$ cat src/rtl/swd_target_phy_if.sv
// swd_target_phy_if: SWD wire pins plus the request/response/write-data side toward the DP/AP register model
interface swd_target_phy_if;
    logic        swdclk;
    logic        swdin;
    logic        swdout;
    logic        swdoe;
    logic        req_valid;
    logic        req_apndp;
    logic        req_rnw;
    logic [1:0]  req_addr;
    logic        rsp_valid;
    logic [2:0]  rsp_ack;
    logic [31:0] rsp_rdata;
    logic        wr_valid;
    logic [31:0] wr_data;
    logic        wr_perr;
    logic        line_reset;
    logic        proto_err;
    modport slave (
        input  swdclk, swdin, rsp_valid, rsp_ack, rsp_rdata,
        output swdout, swdoe, req_valid, req_apndp, req_rnw, req_addr,
               wr_valid, wr_data, wr_perr, line_reset, proto_err
    );
    modport master (
        output swdclk, swdin, rsp_valid, rsp_ack, rsp_rdata,
        input  swdout, swdoe, req_valid, req_apndp, req_rnw, req_addr,
               wr_valid, wr_data, wr_perr, line_reset, proto_err
    );
endinterface

$ cat src/rtl/swd_target_phy.sv
// swd_target_phy: oversampled SWD target PHY; decodes requests, drives ACK/read data, receives write data, detects line reset
module swd_target_phy #(
    parameter int SYNC_STAGES = 2,
    parameter int LRST_BITS   = 50
) (
    input logic            clk,
    input logic            rst,
    swd_target_phy_if.slave bus
);
    localparam int LW = $clog2(LRST_BITS + 1);
    typedef enum logic [3:0] {LOCKOUT, RESYNC, IDLE, REQ, TRN1, ACK, RDATA, TRN2, WDATA} state_t;
    state_t state, state_n;
    logic [SYNC_STAGES-1:0] ck_s, di_s;
    logic ck_d, bit_edge, sdin, lrst, req_ok;
    logic [6:0] rq;
    logic [5:0] bcnt, bcnt_n;
    logic [31:0] sh, sh_n, wr_data, wr_data_n;
    logic [2:0] ack, ack_n;
    logic [1:0] addr, addr_n;
    logic [LW-1:0] lcnt, lcnt_n;
    logic dpar, dpar_n, swdout, swdout_n, swdoe, swdoe_n, apndp, apndp_n, rnw, rnw_n;
    logic wr_perr, wr_perr_n, req_valid, req_valid_n, wr_valid, wr_valid_n;
    logic line_reset, line_reset_n, proto_err, proto_err_n;
    assign bit_edge = ck_s[SYNC_STAGES-1] & ~ck_d;
    assign sdin     = di_s[SYNC_STAGES-1];
    // Request bits as they stand when the park bit arrives: {park, stop, parity, A3, A2, RnW, APnDP}
    assign rq       = {sdin, sh[31:26]};
    assign req_ok   = rq[6] & ~rq[5] & (rq[4] == ^rq[3:0]);
    assign lrst     = bit_edge & sdin & ~swdoe & (lcnt == LW'(LRST_BITS - 1));
    always_comb begin
        state_n      = state;
        bcnt_n       = bcnt;
        sh_n         = sh;
        ack_n        = ack;
        dpar_n       = dpar;
        swdout_n     = swdout;
        swdoe_n      = swdoe;
        apndp_n      = apndp;
        rnw_n        = rnw;
        addr_n       = addr;
        wr_data_n    = wr_data;
        wr_perr_n    = wr_perr;
        lcnt_n       = lcnt;
        req_valid_n  = 1'b0;
        wr_valid_n   = 1'b0;
        line_reset_n = 1'b0;
        proto_err_n  = 1'b0;
        if (bit_edge) begin
            bcnt_n = bcnt + 6'd1;
            lcnt_n = !sdin ? '0 : (!swdoe && lcnt != LW'(LRST_BITS)) ? lcnt + LW'(1) : lcnt;
            case (state)
                RESYNC: state_n = sdin ? RESYNC : IDLE;
                IDLE:   state_n = sdin ? REQ : IDLE;
                REQ: begin
                    sh_n = {sdin, sh[31:1]};
                    if (bcnt == 6'd6) begin
                        state_n     = req_ok ? TRN1 : LOCKOUT;
                        req_valid_n = req_ok;
                        proto_err_n = !req_ok;
                        apndp_n     = req_ok ? rq[0] : apndp;
                        rnw_n       = req_ok ? rq[1] : rnw;
                        addr_n      = req_ok ? rq[3:2] : addr;
                    end
                end
                TRN1: begin
                    ack_n    = bus.rsp_valid ? bus.rsp_ack : 3'b010;
                    sh_n     = bus.rsp_rdata;
                    dpar_n   = ^bus.rsp_rdata;
                    swdoe_n  = 1'b1;
                    swdout_n = ack_n[0];
                    state_n  = ACK;
                end
                ACK: begin
                    swdout_n = bcnt[0] ? ack[2] : ack[1];
                    if (bcnt[0]) state_n = (ack == 3'b001 && rnw) ? RDATA : TRN2;
                end
                RDATA: begin
                    sh_n     = bcnt[5] ? sh : sh >> 1;
                    swdout_n = !bcnt[5] ? sh[0] : (bcnt == 6'd32) ? dpar : 1'b0;
                    swdoe_n  = bcnt != 6'd33;
                    state_n  = (bcnt == 6'd33) ? IDLE : RDATA;
                end
                TRN2: begin
                    swdoe_n = 1'b0;
                    state_n = (ack == 3'b001 && !rnw) ? WDATA : IDLE;
                end
                WDATA: begin
                    if (!bcnt[5]) sh_n = {sdin, sh[31:1]};
                    else begin
                        wr_data_n  = sh;
                        wr_perr_n  = sdin ^ (^sh);
                        wr_valid_n = 1'b1;
                        state_n    = IDLE;
                    end
                end
                default: ;
            endcase
            if (state_n != state) bcnt_n = '0;
            // Line reset overrides whatever the protocol decided on this edge
            if (lrst) begin
                state_n      = RESYNC;
                bcnt_n       = '0;
                swdoe_n      = 1'b0;
                swdout_n     = 1'b0;
                line_reset_n = 1'b1;
            end
        end
    end
    always_ff @(posedge clk or posedge rst) begin
        if (rst) begin
            ck_s       <= '0;
            di_s       <= '0;
            ck_d       <= 1'b0;
            state      <= LOCKOUT;
            bcnt       <= '0;
            sh         <= '0;
            ack        <= '0;
            dpar       <= 1'b0;
            swdout     <= 1'b0;
            swdoe      <= 1'b0;
            apndp      <= 1'b0;
            rnw        <= 1'b0;
            addr       <= '0;
            wr_data    <= '0;
            wr_perr    <= 1'b0;
            lcnt       <= '0;
            req_valid  <= 1'b0;
            wr_valid   <= 1'b0;
            line_reset <= 1'b0;
            proto_err  <= 1'b0;
        end else begin
            ck_s       <= {ck_s[SYNC_STAGES-2:0], bus.swdclk};
            di_s       <= {di_s[SYNC_STAGES-2:0], bus.swdin};
            ck_d       <= ck_s[SYNC_STAGES-1];
            state      <= state_n;
            bcnt       <= bcnt_n;
            sh         <= sh_n;
            ack        <= ack_n;
            dpar       <= dpar_n;
            swdout     <= swdout_n;
            swdoe      <= swdoe_n;
            apndp      <= apndp_n;
            rnw        <= rnw_n;
            addr       <= addr_n;
            wr_data    <= wr_data_n;
            wr_perr    <= wr_perr_n;
            lcnt       <= lcnt_n;
            req_valid  <= req_valid_n;
            wr_valid   <= wr_valid_n;
            line_reset <= line_reset_n;
            proto_err  <= proto_err_n;
        end
    end
    assign bus.swdout     = swdout;
    assign bus.swdoe      = swdoe;
    assign bus.req_valid  = req_valid;
    assign bus.req_apndp  = apndp;
    assign bus.req_rnw    = rnw;
    assign bus.req_addr   = addr;
    assign bus.wr_valid   = wr_valid;
    assign bus.wr_data    = wr_data;
    assign bus.wr_perr    = wr_perr;
    assign bus.line_reset = line_reset;
    assign bus.proto_err  = proto_err;
endmodule

$ cat src/flat_wrapper.sv
// flat-port wrapper written by rule: the top's interface ports become plain ports
module swd_target_phy_flat 
#(
    parameter int SYNC_STAGES = 2,
    parameter int LRST_BITS   = 50
)
  (clk, rst, bus_swdclk, bus_swdin, bus_rsp_valid, bus_rsp_ack, bus_rsp_rdata, bus_swdout, bus_swdoe, bus_req_valid, bus_req_apndp, bus_req_rnw, bus_req_addr, bus_wr_valid, bus_wr_data, bus_wr_perr, bus_line_reset, bus_proto_err);
  swd_target_phy_if bus_i ();
  input logic clk;
  input logic rst;
  input wire logic [$bits(bus_i.swdclk)-1:0] bus_swdclk;
  input wire logic [$bits(bus_i.swdin)-1:0] bus_swdin;
  input wire logic [$bits(bus_i.rsp_valid)-1:0] bus_rsp_valid;
  input wire logic [$bits(bus_i.rsp_ack)-1:0] bus_rsp_ack;
  input wire logic [$bits(bus_i.rsp_rdata)-1:0] bus_rsp_rdata;
  output wire logic [$bits(bus_i.swdout)-1:0] bus_swdout;
  output wire logic [$bits(bus_i.swdoe)-1:0] bus_swdoe;
  output wire logic [$bits(bus_i.req_valid)-1:0] bus_req_valid;
  output wire logic [$bits(bus_i.req_apndp)-1:0] bus_req_apndp;
  output wire logic [$bits(bus_i.req_rnw)-1:0] bus_req_rnw;
  output wire logic [$bits(bus_i.req_addr)-1:0] bus_req_addr;
  output wire logic [$bits(bus_i.wr_valid)-1:0] bus_wr_valid;
  output wire logic [$bits(bus_i.wr_data)-1:0] bus_wr_data;
  output wire logic [$bits(bus_i.wr_perr)-1:0] bus_wr_perr;
  output wire logic [$bits(bus_i.line_reset)-1:0] bus_line_reset;
  output wire logic [$bits(bus_i.proto_err)-1:0] bus_proto_err;
  assign bus_i.swdclk = bus_swdclk;
  assign bus_i.swdin = bus_swdin;
  assign bus_i.rsp_valid = bus_rsp_valid;
  assign bus_i.rsp_ack = bus_rsp_ack;
  assign bus_i.rsp_rdata = bus_rsp_rdata;
  assign bus_swdout = bus_i.swdout;
  assign bus_swdoe = bus_i.swdoe;
  assign bus_req_valid = bus_i.req_valid;
  assign bus_req_apndp = bus_i.req_apndp;
  assign bus_req_rnw = bus_i.req_rnw;
  assign bus_req_addr = bus_i.req_addr;
  assign bus_wr_valid = bus_i.wr_valid;
  assign bus_wr_data = bus_i.wr_data;
  assign bus_wr_perr = bus_i.wr_perr;
  assign bus_line_reset = bus_i.line_reset;
  assign bus_proto_err = bus_i.proto_err;
  swd_target_phy #(.SYNC_STAGES(SYNC_STAGES), .LRST_BITS(LRST_BITS)) u_core (.clk(clk), .rst(rst), .bus(bus_i));
endmodule
$ cat config.mk
export PLATFORM = sky130hd
export DESIGN_NAME = swd_target_phy_flat
export DESIGN_NICKNAME = d
export VERILOG_FILES = /design/src/rtl/swd_target_phy_if.sv /design/src/rtl/swd_target_phy.sv /design/src/flat_wrapper.sv
export SDC_FILE = /design/constraint.sdc
export NUM_CORES = 1
export LEC_CHECK = 0
export CAP_MARGIN = 10
export CORE_MARGIN = 2
export CORE_UTILIZATION = 58
export CTS_CLUSTER_SIZE = 20
export DETAILED_ROUTE_END_ITERATION = 8
export GPL_TIMING_DRIVEN = 0
export PLACE_DENSITY = 0.85
export SYNTH_ARGS = -nofsm -noshare
export SYNTH_HDL_FRONTEND = slang
export SYNTH_SLANG_ARGS = --single-unit
export TNS_END_PERCENT = 5
$ cat constraint.sdc
create_clock -name clk -period 4.85 [get_ports clk]
set_input_delay 0.7275 -clock clk [delete_from_list [all_inputs] [get_ports clk]]
set_output_delay 0.7275 -clock clk [all_outputs]
set_load 0.03 [all_outputs]
==> impl_metrics.json <==
{
  "dr.pass1.iters": 4,
  "cts_setup_buffers": 0,
  "r2r_slack_ns": 2.17,
  "worstHoldPathType": "flop to flop",
  "fin_util_pct": 73.8,
  "fmax_mhz": 372,
  "startpoint_type": "flop",
  "drive_above_1_share_pct": 7.19,
  "cpMaxStageDelayCell": "dfrtp_1",
  "multi_input_area_sq_um": 2570,
  "die_w_um": 99.2,
  "slew_viol_final": 0,
  "cts_tree": "built",
  "start_util_pct": 59.9,
  "sw_frac_of_total_pct": 26.3,
  "layout_common_cells": "nand2_1 (151), dfrtp_1 (100), clkdlybuf4s50_1 (82)",
  "insertedDiodeCount": 0,
  "syn_inst": 541,
  "hold_depth": 0,
  "port_buffers": 82,
  "pwr-share-clk_pct": 36.3,
  "num_rows": 34,
  "yosys.area_share.simple_pct": 19.0,
  "synth_edf_count": 0,
  "grt_usage_pct": 26.1,
  "cts_buffer_depth": 2,
  "ios": 83,
  "setup_viol": 0,
  "routedWlPerCell_um": 16.5,
  "drt_iter0_drc": 173,
  "synth_nets": 588,
  "synthToLayoutAreaGrowth_pct": 23.2,
  "status": "complete, no violations",
  "antenna_found_initial": 0,
  "combPwrFrac_pct": 12.3,
  "die_area_sq_um": 9830,
  "cp_slowest_stage_delay_ns": 0.49,
  "post-route-drc-count": 0,
  "numCtsBuffers": 9,
  "path_clk_slew_ns": 0.10,
  "peakVddDrop_mv": 0.146,
  "p_leak_nw": 2.89,
  "hold_end": "u_core.ck_s[1]",
  "power_frac_seq_pct": 51.3,
  "cap_violations": 0,
  "yosys_warnings": 0,
  "ys_ff_latch": 100,
  "synthDistinctLibCells": 62,
  "p_int_mw": 1.27,
  "endpoint_kind": "flop",
  "holdCritStartpoint": "u_core.ck_s[0]",
  "critPathKind": "flop to flop",
  "skew_ns": 0.0196,
  "grt_pass1_wl_um": 20400,
  "p_total_mw": 1.73,
  "reg2reg_depth": 8,
  "synthAdderAreaFrac_pct": 1.67,
  "drt-vias-per-instance": 5.58,
  "drt_wl_total_um": 12400,
  "crit_arrival_ns": 2.99,
  "path_cells": "inv_1 > ha_1 > nand2_1 > o31a_1 > a2111oi_2 > o311ai_2 > nor4_4 > mux2_1",
  "cts_hold_buf": 0,
  "yosysSeqAreaShare_pct": 47.7,
  "synth_compound_area_share_pct": 9.84,
  "reg2reg_to": "u_core.bcnt[0]",
  "die_h_um": 99.2,
  "synth-async-reset-ratio_pct": 100,
  "synth_mux_area_share_pct": 7.55,
  "grt_pass1_vias": 4118,
  "clk_latency_ns": 0.38,
  "relSlewSlack_pct": 49.3,
  "clock_sinks": 100,
  "fin_ws_ns": 2.17,
  "htreeDepth": 3,
  "gp_congestion": 0.892,
  "cp_max_fo": 7,
  "dp_slack_ns": 2.23,
  "cts-root-buf": "clkbuf_8",
  "synth_top_family_by_area": "simple AND/OR/NAND/NOR gates",
  "place_hpwl_um": 9240,
  "rsz0062_at_grt": "false",
  "hold_violations": 0,
  "ant_nets": 0,
  "worst_pin_slew_ns": 0.751,
  "rr_startpoint": "u_core.bcnt[0]",
  "power_density_nw_per_um2": 267,
  "syn_area_per_cell_sq_um": 9.71,
  "cts_resized": 0,
  "coreArea_sq_um": 8760,
  "fin_nets": 682,
  "min_period_ns": 2.68,
  "synth_flop_cell": "dfrtp_1",
  "fin_crit_sh_pct": 55.4,
  "grt_max_degree": 58,
  "final_common_cell": "nand2_1",
  "synthXorXnorAreaFrac_pct": 10.9,
  "p_sw_uw": 454,
  "regArea_sq_um": 2500,
  "vias": 4176,
  "worstPathRequired_ns": 5.16,
  "overflow": 0,
  "synthesis.area_sq_um": 5250,
  "setup_tns_ns": 0,
  "fill_cells": 662
}
==> through the flow <==
| stage | hold slack, ns | area (sq um) | instances |
|---|---|---|---|
| 2_1_floorplan | 0.331 | 5250 | 541 |
| 3_3_place_gp | 0.333 | 6210 | 731 |
| 3_5_place_dp | 0.337 | 6230 | 732 |
| 4_1_cts | 0.360 | 6470 | 748 |
| 5_1_grt | 0.366 | 6470 | 748 |
| 6_report | 0.356 | 6470 | 748 |
==> kinds of logic after synthesis <==
kind of cell	count (synthesis)
simple gates	211
flops	100
compound gates	82
xor+xnor	64
mux	39
buf+inv	38
fa+ha+maj	7
==> routing by layer <==
layer	routed length [um]	vias up	GRT usage, %
li1	-	2011	-
met1	5070	2033	32.2
met2	6460	108	46.2
met3	611	24	5.83
met4	222	0	7.69
met5	0	-	0
==> power by group through the flow <==
stage                     sequential [mW]  clock (mW)  combinational, mW
after detailed placement            0.901           0              0.215
after global placement              0.900           0              0.208
after global routing                0.891       0.659              0.235
after CTS                           0.886       0.633              0.215
after floorplan                     0.892           0              0.143
final                               0.886       0.627              0.213
==> critical path: cells and delay by family (launching register included) <==
kind / cells / cell delay, ns
flops: 1 / 0.49
mux: 1 / 0.23
buf+inv: 1 / 0.16
fa+ha+maj: 1 / 0.16
compound gates: 3 / 1.07
simple gates: 2 / 0.51
==> state kept, by name, summed over array words and instances, names as in the netlist <==
name / flops
u_core.ack: 3
u_core.bcnt: 6
u_core.bus.line_reset: 1
u_core.bus.proto_err: 1
u_core.bus.req_addr: 2
u_core.bus.req_apndp: 1
u_core.bus.req_rnw: 1
u_core.bus.req_valid: 1
u_core.bus.swdoe: 1
u_core.bus.swdout: 1
u_core.bus.wr_data: 32
u_core.bus.wr_perr: 1
u_core.bus.wr_valid: 1
u_core.ck_d: 1
u_core.ck_s: 2
u_core.di_s: 2
u_core.dpar: 1
u_core.lcnt: 6
u_core.sh: 32
u_core.state: 4
==> synth_stat cells (2+ instances only) <==
library cell,n,share of area [%]
a21o_1,4,0.57
a211oi_1,2,0.29
o21ai_1,34,3.2
a21oi_1,4,0.38
buf_2,6,0.57
a31oi_1,2,0.24
nor3_2,3,0.57
buf_6,2,0.43
nand4_1,2,0.24
o31ai_1,4,0.57
o22ai_1,3,0.36
nor4_1,2,0.24
buf_4,3,0.43
nor2b_1,2,0.24
xnor2_1,55,9.2
mux2_1,5,1.1
clkbuf_1,13,0.93
nand4b_1,2,0.33
and2_1,2,0.24
xor2_1,8,1.3
mux2i_1,34,6.5
o41ai_1,3,0.50
ha_1,7,1.7
or2_1,2,0.24
a22o_1,4,0.67
nand3b_1,2,0.29
nand2_1,151,11
inv_1,12,0.86
o21ai_0,13,1.2
and2b_2,2,0.33
nor4bb_1,3,0.57
dfrtp_1,100,48
nand2b_1,2,0.24
nor3_1,5,0.48
nand3_1,2,0.19
nor2_1,13,0.93
or3b_1,2,0.33
and3_1,2,0.24
==> worst max-delay path by stage <==
stage / start / end / cells after the start / slack (ns)
6_report: u_core.bcnt[0] / u_core.bcnt[0] / 8 / 2.17
5_1_grt: u_core.bcnt[0] / u_core.bcnt[3] / 8 / 2.00
4_1_cts: u_core.bcnt[0] / u_core.bcnt[0] / 8 / 2.18
3_5_place_dp: u_core.bcnt[0] / u_core.bcnt[0] / 8 / 2.23
3_3_place_gp: rst / u_core.sh[20] / 2 / 0.1
2_1_floorplan: rst / u_core.ack[0] / 1 / 1.50
==> area by class of cell <==
type,instances,area share [%]
multi-input cells,403,39.8
flip-flops and latches,100,38.7
repair buffers,83,13.0
well taps,108,2.09
plain buffers,25,1.99
clock buffers,9,1.92
clock inverters,7,1.76
inverters,13,0.793
Note: power is estimated with default switching activity, not from simulation.
